--- config.mk ---
export PLATFORM = sky130hd
export DESIGN_NAME = mem_program_fetch_ctrl
export DESIGN_NICKNAME = d
export VERILOG_FILES = /design/src/rtl/mem_program_fetch_ctrl.sv
export SDC_FILE = /design/constraint.sdc
export NUM_CORES = 1
export LEC_CHECK = 0
export ABC_AREA = 0
export CORE_MARGIN = 3
export CORE_UTILIZATION = 44
export DETAILED_ROUTE_END_ITERATION = 7
export PLACE_DENSITY = 0.72
export SYNTH_ARGS = -nofsm -noshare
export SYNTH_HDL_FRONTEND = slang
export SYNTH_SLANG_ARGS = --single-unit
--- constraint.sdc ---
create_clock -name clk -period 5.6 [get_ports clk]
set_input_delay 1.4 -clock clk [delete_from_list [all_inputs] [get_ports clk]]
set_output_delay 1.4 -clock clk [all_outputs]
set_load 0.02 [all_outputs]
--- src/rtl/mem_program_fetch_ctrl.sv ---
// Instruction-fetch sequencer: owns the fetch PC, prefetches ROM words into a small FIFO.
// Optional MEM_FETCH_STATS_EN adds the fetch_count pop counter port.
module mem_program_fetch_ctrl #(
    parameter logic [31:0] RESET_PC   = 32'h0000_0000,
    parameter int unsigned FIFO_DEPTH = 2
) (
    input  logic        clk,
    input  logic        rst,
    output logic [31:0] rom_addr,
    input  logic [31:0] rom_data,
    input  logic        redirect_valid,
    input  logic [31:0] redirect_pc,
    output logic        instr_valid,
    output logic [31:0] instr,
    output logic [31:0] instr_pc,
    input  logic        instr_ready
`ifdef MEM_FETCH_STATS_EN
    ,
    output logic [31:0] fetch_count
`endif
);

    localparam int PTR_W = (FIFO_DEPTH > 1) ? $clog2(FIFO_DEPTH) : 1;
    localparam int CNT_W = PTR_W + 1;
    localparam logic [CNT_W-1:0] DEPTH   = CNT_W'(FIFO_DEPTH);
    localparam logic [CNT_W-1:0] CNT_ONE = CNT_W'(1);
    localparam logic [PTR_W-1:0] PTR_ONE = PTR_W'(1);
    localparam logic [31:0]      PC_RST  = RESET_PC & ~32'd3;

    logic [31:0]      pc_q, pc_d;
    logic [PTR_W-1:0] wr_ptr_q, wr_ptr_d;
    logic [PTR_W-1:0] rd_ptr_q, rd_ptr_d;
    logic [CNT_W-1:0] count_q, count_d;
    logic [31:0]      mem_pc_q   [FIFO_DEPTH];
    logic [31:0]      mem_word_q [FIFO_DEPTH];
    logic             pop;
    logic             push;

    assign pop  = (count_q != '0) & instr_ready;
    assign push = !redirect_valid & ((count_q < DEPTH) | pop);

    always_comb begin
        pc_d     = pc_q;
        wr_ptr_d = wr_ptr_q;
        rd_ptr_d = rd_ptr_q;
        count_d  = count_q;
        if (redirect_valid) begin
            // Flush: the head is discarded even if the consumer is ready.
            count_d  = '0;
            rd_ptr_d = wr_ptr_q;
            pc_d     = redirect_pc & ~32'd3;
        end else begin
            if (push) begin
                wr_ptr_d = wr_ptr_q + PTR_ONE;
                pc_d     = pc_q + 32'd4;
            end
            if (pop) begin
                rd_ptr_d = rd_ptr_q + PTR_ONE;
            end
            if (push && !pop) begin
                count_d = count_q + CNT_ONE;
            end else if (pop && !push) begin
                count_d = count_q - CNT_ONE;
            end
        end
    end

    always_ff @(posedge clk) begin
        if (rst) begin
            pc_q     <= PC_RST;
            wr_ptr_q <= '0;
            rd_ptr_q <= '0;
            count_q  <= '0;
        end else begin
            pc_q     <= pc_d;
            wr_ptr_q <= wr_ptr_d;
            rd_ptr_q <= rd_ptr_d;
            count_q  <= count_d;
        end
    end

    // Storage needs no reset; reads are gated by count_q.
    always_ff @(posedge clk) begin
        if (!rst && push) begin
            mem_pc_q[wr_ptr_q]   <= pc_q;
            mem_word_q[wr_ptr_q] <= rom_data;
        end
    end

    assign rom_addr    = pc_q;
    assign instr_valid = (count_q != '0);
    assign instr       = instr_valid ? mem_word_q[rd_ptr_q] : 32'h0;
    assign instr_pc    = instr_valid ? mem_pc_q[rd_ptr_q] : 32'h0;

`ifdef MEM_FETCH_STATS_EN
    logic [31:0] fetch_count_q;

    always_ff @(posedge clk) begin
        if (rst) begin
            fetch_count_q <= '0;
        end else if (pop && !redirect_valid) begin
            fetch_count_q <= fetch_count_q + 32'd1;
        end
    end

    assign fetch_count = fetch_count_q;
`endif

endmodule

==> flow_summary.ini <==
[clock_tree]
post-cts-setup-buffers = 0
clock-sinks = 159
worstSkewPairLatency_ns = 0.42
root_buffer = clkbuf_16
cts_tree = yes
numCtsBuffers = 17
clk_pin_slew_ns = 0.07
cts-resized-gates = 0
hold_buffers = 0
cts.path.max_buffers = 2
htreeDepth = 4

[yosys]
ys_warn_count = 0
synth_cells = 542
synthTopCellsByCount = edfxtp_1 (124), nor2_1 (96), mux2i_1 (62)
avgSynthCellArea_um2 = 12.7
synth_edf_count = 124
synth_top_cell_by_area = edfxtp_1
synthFlopType = edfxtp_1
synthArstFlopShare_pct = 0
synth_area_leaders = edfxtp_1 (54%), dfxtp_1 (10%), mux2i_1 (9.0%)
ys_seq_area_share_pct = 64.4
synth.distinct_cells = 55
post-synth-top-count-cell = edfxtp_1
ys_seq_elements = 159
synth_area_mm2 = 0.00687
synth_top_area_share_pct = 54.2

[timing]
setup_violations = 0
final_hold_viol_count = 0
tightest_slew_ns = 1.14
fin_crit_sh_pct = 70.5
clock_skew_ns = 0.00789
slew-limit-headroom_pct = 24.3
max_freq_mhz = 253
rsz0062_at_grt = false
setup_slack_ns = 1.65
finalSetupTns_ns = 0
maxSlewViolCount = 0
min_period_ns = 3.95

[worst_setup_path]
r2r_start = count_q[1]$_SDFFE_PP0P_
path_cells = mux2i_1, nor2_1, clkdlybuf4s50_1
critPathMaxFanout = 62
worstSetupEndpointType = output pin
r2r-end = rom_addr[23]$_SDFFE_PP0P_
worst_setup_path_start_kind = flip-flop
crit_required_ns = 4.20
crit_path_top_delay_cell = dfxtp_4
critical_path_class = flip-flop to output pin
reg2regPathDepth = 4
cp.arrival_ns = 2.55
rrSetupSlack_ns = 3.34
max_stage_delay_ns = 1.01
critPathCapture = instr_pc[15]

[placed_design]
globalplace.congestion = 0.837
hpwl_um = 10800
pre_cts_slack_ns = 1.64
portBuffers = 158

[final_layout]
diodes = 0
drive_above_1_share_pct = 6.93
fin_nets = 764
syn_to_final_growth_pct = 34.5

[drt]
drtPass1Iterations = 4
routed_wl_um = 16100
num_vias = 4933
vias_per_cell = 5.37
avgRoutedWirePerCell_um = 17.6
drc = 0
antenna_left = 0
drt_iter0_markers = 384

[die]
core-area_mm2 = 0.0153
start_util_pct = 45.0
die_x_um = 131
die_area_mm2 = 0.0171
rows = 45
io_pins = 165
dieHeight_um = 131

[global_routing]
antenna_found_initial = 0
grt_pass1_wl_um = 24600
grt_util_all_layers_pct = 18.6
grt_max_degree = 63
grt_pass1_vias = 4803
grt_overflow = 0

[worst_hold_path]
hp-class = flip-flop to flip-flop
min-delay-start = rom_addr[9]$_SDFFE_PP0P_

[power]
leakage_nw = 3.03
ir_worst_vdd_mv = 0.224
powerDensity_mw_per_mm2 = 323
power_mw = 2.98

[flow_run]
maxCapViolCount = 0

[outcome]
run_status = complete, no violations
per-stage QoR:
stage | utilization [%] | std cells | hold slack (ns) | area, um2
5_1_grt | 60.5 | 918 | 0.558 | 9240
2_1_floorplan | - | 545 | 0.520 | 6880
3_3_place_gp | 56.6 | 886 | 0.531 | 8640
4_1_cts | 60.5 | 918 | 0.547 | 9240
3_5_place_dp | 56.6 | 886 | 0.534 | 8640
6_report | 60.5 | 918 | 0.545 | 9240
critical path, delay by kind of cell, from the launching register on:
family,cells,cell delay [ns]
buf+inv,1,0.66
mux,1,0.18
flops,1,1.01
simple gates,1,0.15
sequential cells by signal (all words and copies together) (netlist names), named ones only:
signal	cells
rom_addr	30
mem_pc_q	60
count_q	2
rd_ptr_q	1
mem_word_q	64
wr_ptr_q	1
cell type report:
type,instances,area (um2)
clock buffer,19,433
clock inverter,13,163
fill,1246,6020
inverter,7,26.3
multi-input combinational,343,2280
sequential,159,4430
tap,211,264
timing repair buffer,166,1640
layout by cell type (no fill, tap or decap), types with 3 or more instances in the layout:
cell	n
conb_1	4
dfxtp_1	34
or4_1	8
nor4_1	9
clkbuf_16	17
xor2_1	4
edfxtp_1	124
nor2_1	94
nor3_1	7
a21oi_1	4
nand3_1	12
buf_4	8
nor2b_1	8
o31ai_1	11
and3_1	5
and4_1	3
clkdlybuf4s50_1	158
a311oi_1	15
mux2i_1	62
and2_1	4
nor3b_1	3
o21bai_1	3
nand2_1	18
inv_1	7
a211oi_1	8
bufinv_16	3
nand4_1	9
or3_1	5
clkinvlp_4	4
xnor2_1	8
inv_6	3
logic make-up (layout without fill, tap and decap cells):
kind of cell	count (synthesis)	after routing	share of synthesized area (%)
simple gates	203	203	14.9
flops	159	159	64.4
mux	62	62	9.04
compound gates	60	60	6.91
buf+inv	43	205	2.73
xor+xnor	12	12	1.53
fa+ha+maj	2	2	0.364
other cells	1	4	0.0546
per-layer routing:
layer  GRT usage [%]  share of wire [%]
met5               0                  0
met4            6.65                1.5
met3            4.92                6.5
met2            31.6                 49
met1            23.1                 43
worst min-delay path by stage:
stage                                          end  slack (ns)  cells past startpoint
after global routing      mem_pc_q[0][9]$_DFFE_PP_        0.56                      0
after floorplan                          flip-flop        0.52                      2
final                     mem_pc_q[0][9]$_DFFE_PP_        0.55                      0
after global placement    mem_pc_q[0][9]$_DFFE_PP_        0.53                      0
after CTS                 mem_pc_q[0][9]$_DFFE_PP_        0.55                      0
after detailed placement  mem_pc_q[0][9]$_DFFE_PP_        0.53                      0
power breakdown:
part	internal, mW	leakage (nW)	switching, mW	total, mW
Sequential	1.34	1.44	0.0650	1.40
Clock	0.703	0.276	0.457	1.16
Combinational	0.204	1.32	0.212	0.416
(Power assumes the default switching activity.)
